$ cat config.mk
export PLATFORM = sky130hd
export DESIGN_NAME = data_mem_responder
export DESIGN_NICKNAME = d
export VERILOG_FILES = /design/src/rtl/dmem_resp_pkg.sv /design/src/rtl/dmem_storage.sv /design/src/rtl/data_mem_responder.sv
export SDC_FILE = /design/constraint.sdc
export NUM_CORES = 2
export LEC_CHECK = 0
export ABC_AREA = 1
export ABC_CLOCK_PERIOD_IN_PS = 4900
export CELL_PAD_IN_SITES_DETAIL_PLACEMENT = 1
export CELL_PAD_IN_SITES_GLOBAL_PLACEMENT = 2
export CORE_MARGIN = 5
export CORE_UTILIZATION = 25
export CTS_BUF_LIST = sky130_fd_sc_hd__clkbuf_8
export CTS_CLUSTER_DIAMETER = 30
export CTS_CLUSTER_SIZE = 25
export DETAILED_ROUTE_END_ITERATION = 10
export PLACE_DENSITY = 0.56
export SYNTH_ARGS = -nofsm -noshare
export SYNTH_HDL_FRONTEND = slang
export SYNTH_SLANG_ARGS = --single-unit
$ cat constraint.sdc
create_clock -name CLK -period 4.9 [get_ports CLK]
set_clock_uncertainty 0.2 [all_clocks]
set_input_delay 0.49 -clock CLK [delete_from_list [all_inputs] [get_ports CLK]]
set_output_delay 0.49 -clock CLK [all_outputs]
set_load 0.01 [all_outputs]
$ cat src/rtl/dmem_resp_pkg.sv
// Shared types and default sizing for the data-memory responder.
package dmem_resp_pkg;

  typedef enum logic [1:0] {
    IDLE,
    ACCESS,
    RESP
  } dmem_state_e;

  localparam int unsigned DMEM_SIZE    = 48;
  localparam int unsigned DMEM_DEPTH   = 64;
  localparam int unsigned DMEM_LATENCY = 2;

endpackage

$ cat src/rtl/dmem_storage.sv
// Word-addressed storage: synchronous write, combinational read. Contents are not reset.
module dmem_storage #(
  parameter int unsigned SIZE  = 48,
  parameter int unsigned DEPTH = 64,
  parameter int unsigned AW    = 6
) (
  input  logic            clk,
  input  logic            we,
  input  logic [AW-1:0]   addr,
  input  logic [SIZE-1:0] wdata,
  output logic [SIZE-1:0] rdata
);

  logic [SIZE-1:0] mem_q [DEPTH];

  always_ff @(posedge clk) begin
    if (we) mem_q[addr] <= wdata;
  end

  assign rdata = mem_q[addr];

endmodule

$ cat src/rtl/data_mem_responder.sv
// Multi-cycle load/store responder with fixed access latency.
// Optional cycle-counter register at MMIO_ADDR when DMEM_MMIO_EN is defined.
module data_mem_responder
  import dmem_resp_pkg::*;
#(
  parameter int unsigned     SIZE      = DMEM_SIZE,
  parameter int unsigned     DEPTH     = DMEM_DEPTH,
  parameter int unsigned     LATENCY   = DMEM_LATENCY,
  parameter logic [SIZE-1:0] MMIO_ADDR = '1
) (
  input  logic            CLK,
  input  logic            Reset,
  input  logic            ReqValid,
  input  logic            ReqWrite,
  input  logic [SIZE-1:0] ReqAddr,
  input  logic [SIZE-1:0] ReqWData,
  output logic            ReqReady,
  output logic            RespValid,
  output logic [SIZE-1:0] RespRData,
  output logic            RespErr,
  output logic            Busy
);

  localparam int unsigned     AW      = (DEPTH > 1) ? $clog2(DEPTH) : 1;
  localparam logic [SIZE-1:0] DEPTH_W = SIZE'(DEPTH);

  dmem_state_e     state_q, state_d;
  logic [3:0]      cnt_q, cnt_d;
  logic            write_q, write_d;
  logic [SIZE-1:0] addr_q, addr_d;
  logic [SIZE-1:0] wdata_q, wdata_d;
  logic [SIZE-1:0] rdata_q, rdata_d;
  logic            err_q, err_d;
  logic            mem_we;
  logic [SIZE-1:0] mem_rdata;
  logic            in_range;
  logic            mmio_sel;
  logic [SIZE-1:0] cyc_val;

  assign in_range = (addr_q < DEPTH_W);

`ifdef DMEM_MMIO_EN
  logic [SIZE-1:0] cyc_q, cyc_d;

  assign cyc_d    = cyc_q + 1'b1;
  assign cyc_val  = cyc_q;
  assign mmio_sel = (addr_q == MMIO_ADDR);

  always_ff @(posedge CLK or posedge Reset) begin
    if (Reset) cyc_q <= '0;
    else       cyc_q <= cyc_d;
  end
`else
  assign cyc_val  = '0;
  assign mmio_sel = 1'b0 && (addr_q == MMIO_ADDR);
`endif

  dmem_storage #(
    .SIZE  (SIZE),
    .DEPTH (DEPTH),
    .AW    (AW)
  ) u_storage (
    .clk   (CLK),
    .we    (mem_we),
    .addr  (addr_q[AW-1:0]),
    .wdata (wdata_q),
    .rdata (mem_rdata)
  );

  always_comb begin
    state_d = state_q;
    cnt_d   = cnt_q;
    write_d = write_q;
    addr_d  = addr_q;
    wdata_d = wdata_q;
    rdata_d = rdata_q;
    err_d   = err_q;
    mem_we  = 1'b0;
    unique case (state_q)
      IDLE: begin
        if (ReqValid) begin
          write_d = ReqWrite;
          addr_d  = ReqAddr;
          wdata_d = ReqWData;
          cnt_d   = 4'(LATENCY - 1);
          state_d = ACCESS;
        end
      end
      ACCESS: begin
        if (cnt_q == '0) begin
          // Execute edge: the store commits and the response data is captured together.
          mem_we  = write_q & in_range & ~mmio_sel;
          rdata_d = '0;
          if (!write_q) begin
            if (mmio_sel)      rdata_d = cyc_val;
            else if (in_range) rdata_d = mem_rdata;
          end
          err_d   = ~in_range & ~mmio_sel;
          state_d = RESP;
        end else begin
          cnt_d = cnt_q - 1'b1;
        end
      end
      RESP:    state_d = IDLE;
      default: state_d = IDLE;
    endcase
  end

  always_ff @(posedge CLK or posedge Reset) begin
    if (Reset) begin
      state_q <= IDLE;
      cnt_q   <= '0;
      write_q <= 1'b0;
      addr_q  <= '0;
      wdata_q <= '0;
      rdata_q <= '0;
      err_q   <= 1'b0;
    end else begin
      state_q <= state_d;
      cnt_q   <= cnt_d;
      write_q <= write_d;
      addr_q  <= addr_d;
      wdata_q <= wdata_d;
      rdata_q <= rdata_d;
      err_q   <= err_d;
    end
  end

  assign ReqReady  = (state_q == IDLE);
  assign Busy      = (state_q != IDLE);
  assign RespValid = (state_q == RESP);
  assign RespRData = rdata_q;
  assign RespErr   = err_q;

endmodule

# Yosys cells after proc, flatten, opt, wreduce, memory -nomap -nowiden
# Memories as Yosys holds them, arrays and structs flattened.
# Cells that the tools add are included.
[totals]
ff_bits = 152
ramBits = 3072
input_bits = 100
out_inout_bits = 52
wordCells = 37
mem_count = 1
[memory_table]
columns = ["name", "words", "word_bits", "rd", "rd_clocked_by_memory_dff", "write_ports", "line_no", "text"]
rows = [
  ["u_storage.mem_q", 64, 48, 1, 0, 1, "dmem_storage.sv:14", "logic [SIZE-1:0] mem_q [DEPTH];"],
]
[classes]
addsub = 1
magnitude_cmp = 1
n_eq_ne = 5
mux = 12
bitwise = 2
n_reduce_logical = 8
[ops]
columns = ["operator", "n"]
rows = [
  ["48-bit 2-to-1 mux", 2],
  ["48-bit by 7-bit < comparator with 1-bit output, second input constant", 1],
  ["4-bit 2-to-1 mux", 2],
  ["4-bit one-hot mux with 2 select lines", 1],
  ["2-bit != test, second input constant", 3],
  ["2-bit AND reduction", 3],
  ["4-bit zero test", 1],
  ["1-bit 2-to-1 mux", 4],
  ["2-bit 2-to-1 mux", 2],
  ["2-bit one-hot mux with 2 select lines", 1],
  ["2-bit nonzero test", 2],
  ["4-bit by 1-bit subtractor with 4-bit output, second input constant", 1],
  ["3-bit AND reduction", 1],
  ["2-bit by 1-bit equality test with 1-bit output, second input constant", 1],
  ["2-bit equality test, second input constant", 1],
  ["2-bit zero test", 1],
  ["1-bit bitwise AND", 1],
  ["1-bit inverter", 1],
]

# Longest topological paths before layout
[depth]
word_depth = 6
depth_mapped = 16

# By module
# From an unflattened synthesis, not the netlist that was laid out.
[hier_totals]
hier_cells = 13375
hier_area_um2 = 135256.0
[by_module_without_submodules]
columns = ["mod", "n_inst", "cells_per_inst", "area_each_um2"]
rows = [
  ["dmem_storage", 1, 12575, 128849.8],
  ["data_mem_responder", 1, 800, 6406.1],
]

# Worst setup path before layout
# Ideal clock, no wire load.
[synth_path]
kind = "register to register"
from = "register cnt_q[0]"
to = "memory u_storage.mem_q[0][0] (enable)"
t_arrival_ns = 3.542
required_time_ns = 4.246
path_slack_ns = 0.704
path_stages_with_launch = 9
synth_period_minus_slack_ns = 4.196
cell_sequence = "dfrtp_1 > inv_1 > ha_1 > nand4_2 > nor2_1 > nand2_1 > nor2_8 > nand3_4 > nor2_1"
[synth_between]
elab_chain_len = 5
[synth_rtl]
columns = ["element", "line_no", "text"]
rows = [
  ["start, declared", "data_mem_responder.sv:28", "logic [3:0] cnt_q, cnt_d;"],
  ["start signal, assigned", "data_mem_responder.sv:120", "cnt_q <= cnt_d;"],
  ["4-bit zero test", "data_mem_responder.sv:90", "if (cnt_q == '0) begin"],
  ["1-bit 2-to-1 mux", "data_mem_responder.sv:90", ""],
  ["1-bit 2-to-1 mux", "data_mem_responder.sv:79", "unique case (state_q)"],
  ["1-bit 2-to-1 mux", "dmem_storage.sv:17", "if (we) mem_q[addr] <= wdata;"],
  ["1-bit 2-to-1 mux (not written as such)", "dmem_storage.sv:17", ""],
  ["end, declared", "dmem_storage.sv:14", ""],
]
# No other way between the ends.

# Worst setup path after layout
[layout_path]
from = "register addr_q[1]"
to = "memory u_storage.mem_q[51][19] (enable)"
[layout_between]
elab_chain_len = 6
[layout_rtl]
columns = ["element", "line_no", "text"]
rows = [
  ["start, declared", "data_mem_responder.sv:30", "logic [SIZE-1:0] addr_q, addr_d;"],
  ["start signal, assigned", "data_mem_responder.sv:122", "addr_q <= addr_d;"],
  ["48-bit by 7-bit < comparator with 1-bit output", "data_mem_responder.sv:40", "assign in_range = (addr_q < DEPTH_W);"],
  ["1-bit bitwise AND", "data_mem_responder.sv:92", "mem_we = write_q & in_range & ~mmio_sel;"],
  ["1-bit 2-to-1 mux", "data_mem_responder.sv:90", ""],
  ["1-bit 2-to-1 mux", "data_mem_responder.sv:79", ""],
  ["1-bit 2-to-1 mux", "dmem_storage.sv:17", ""],
  ["1-bit 2-to-1 mux (not written as such)", "dmem_storage.sv:17", ""],
]
# Several ways; a longest one is shown, not always the timed one.

==> flow_summary.ini <==
[run_status]
status = complete, no violations

[cts]
clk_pin_slew_ps = 60
cts_root_buf = clkbuf_8
cts_tree = built
cts.sinks = 3224
clk_latency_ps = 1270
cts_buffers = 736
htree_num_levels = 6
cts_buffer_depth = 4
cts-resized-gates = 0

[layout]
instances_no_fill = 20480
final_layout_size_suffix_gt1_share_pct = 12.26
nFillCells = 58455
area_delta_synth_final_pct = 22.78
final_util_pct = 30.72
fin_nets = 12935

[placement]
place_ws_ps = 919.4
dp_cells = 18912
io_buffers = 151
dpl.hpwl_um = 287400
routabilityCongestion = 0.7459

[synthesis]
ys_warn_count = 0
syn_nets = 12149
synth_top_area_cell = edfxtp_1
ys_seq_area_share_pct = 72.72
netlist_instances = 12047
synth.avg_cell_area_sq_um = 10.96
synthDistinctLibCells = 29
synth-seq-cells = 3224
synth_top_area_share_pct = 69.84
syn-cell-area_sq_um = 132100
yosys-top-cells-area = edfxtp_1 (70%), nand2_1 (14%), nand3_1 (3.1%)

[sta]
finalHoldViolations = 0
timing.slew.headroom_pct = 10.60
max_slew.worst_pin.slew_ps = 1341
drv_slew = 0
fmax_mhz = 251.2
period_minus_slack_ps = 3980
report.final.setup_viol = 0
fin_tns_setup_ps = 0
fin_hold_ws_ps = 163.0
finalCritPeriodShare_pct = 81.23
setup_ws_ps = 919.6
rsz0062_at_grt = no

[power_and_ir_drop]
combinationalPowerShare_pct = 28.3
p_int_w = 0.06106
power.net_switching_w = 0.03665
p_clk_share_pct = 34.7
p_per_area_nw_per_um2 = 602.4
seqPwrFrac_pct = 37.0
switching_share_pct = 37.51
worst_ir_drop_vdd_mv = 0.4710
leakagePower_nw = 63.26

[drt]
drt_iter0_drc = 6599
route.detailed.drc = 0
via_per_inst = 4.451
wl_per_cell_um = 24.58
drt_wl_total_um = 503300
vias = 91157
detail-route-antenna-nets = 0
drt-pass1-iter-count = 7

[floorplanning]
io_pins = 152
coreArea_sq_um = 527800
die_h_um = 736.9
die-area_sq_um = 543000
rows = 267
die_width_um = 736.9
start_util_pct = 25.02

[hold_path]
holdPathStages = 4
min_path_type = in2reg

[global_route]
grt_overflow = 0
grt_first_pass_wirelength_um = 710300
grt_max_degree = 162
antenna_found_initial = 43
grt_pass1_vias = 93887
grt_use_total_pct = 18.10

[setup_path]
worst_setup_path_start_kind = flop
required_ps = 5620
critPathKind = reg2reg
cp_max_fo = 54
rr_worst_depth = 6
cp-end-kind = flop
critical_path_arrival_ps = 4700

[job]
maxCapViolCount = 0
-- critical path: stages, from the launching register on --
cell     delay [ps]
dfrtp_4         690
inv_8           260
nor2_4          400
buf_12          370
nand3_4         290
nor2_4          800
buf_12          320
-- cell usage in the layout, fill, tap and decap left out, types with 130 or more instances in the layout --
cell type,count
nand2_1,4958
edfxtp_1,3072
inv_1,912
nor2_1,894
nand3_1,815
clkbuf_8,780
o21ai_0,276
buf_4,237
nand4_1,184
dlygate4sd3_1,177
o21ai_1,154
clkdlybuf4s50_1,151
clkinv_2,130
-- synthesized netlist by cell type --
cell type / count
buf_1: 17
dfrtp_1: 152
o21ai_1: 153
inv_2: 11
nand4_1: 184
clkbuf_1: 188
ha_1: 2
nor3_4: 2
buf_4: 31
nand3_4: 8
buf_6: 10
clkinv_1: 2
nand3_1: 816
o22ai_1: 1
buf_2: 378
nor2_2: 2
nand2_1: 4959
nor2_8: 1
nand4_2: 1
nor3_1: 3
o21a_1: 1
a21oi_1: 1
a31oi_1: 1
nor3_2: 5
inv_1: 809
o21ai_0: 277
nor2_1: 959
edfxtp_1: 3072
nor2_4: 1
-- state kept, by name (all words and copies together) (netlist names) --
name / flops
cnt_q: 4
addr_q: 48
wdata_q: 48
write_q: 1
RespErr: 1
state_q: 2
RespRData: 48
u_storage.mem_q: 3072
-- kinds of logic (layout without fill, tap and decap cells) --
family                   count (synthesis)  after routing  share of synthesized area (%)
other                                    0             13                              0
AND/OR/NAND/NOR                       6941           6941                          21.00
AO/OA/AOI/OAI                          434            434                          1.648
buffers and inverters                 1446           2872                          4.612
adder cells (fa/ha/maj)                  2              2                        0.01894
flip-flops                            3224           3224                          72.72
-- area by class of cell --
cell class	instances	area, sq um	area share, %
multi-input cells	7377	30510	18.81
well taps	6994	8751	5.396
diodes	13	32.53	0.02006
clock buffers	780	10740	6.620
clock inverters	598	5677	3.500
inverters	822	3126	1.927
flip-flops and latches	3224	96140	59.28
repair buffers	672	7204	4.442
-- power by group through the flow --
stage	clock (W)	sequential, W	combinational [W]
3_5_place_dp	0	0.0368	0.0279
4_1_cts	0.0348	0.0362	0.0284
2_1_floorplan	0	0.0367	0.0147
3_3_place_gp	0	0.0367	0.0279
5_1_grt	0.0361	0.0363	0.0306
6_report	0.0339	0.0362	0.0276
-- final timing paths --
path / end / from / slack (ps)
min in group asynchronous: addr_q[16] / Reset / 200
hold reg to reg: addr_q[28] / addr_q[28] / 280
setup reg to reg: u_storage.mem_q[51][19] / addr_q[1] / 920
max in group asynchronous: RespRData[9] / Reset / 3120
hold / removal: addr_q[19] / ReqAddr[19] / 160
setup / recovery: u_storage.mem_q[51][19] / addr_q[1] / 920
-- timing repair --
action	CTS	global route
hold endpoints to repair	178	0
setup buffers	0	0
hold buffers	177	0
-- through the flow --
stage,instance area (sq um),power [W]
final,162200,0.09770
after global routing,162200,0.1031
after CTS,162100,0.09933
after detailed placement,144000,0.06466
after global placement,144000,0.06460
after floorplan,132100,0.05147
-- layer usage --
layer / up-vias / part of all wire (%) / track usage, %
met1: 46631 / 46 / 24.69
li1: 41807 / - / -
met4: 0 / 2.0 / 4.020
met2: 2039 / 47 / 30.41
met5: - / 0 / 0
met3: 680 / 4.6 / 2.619
Note: power is estimated with default switching activity, not from simulation.
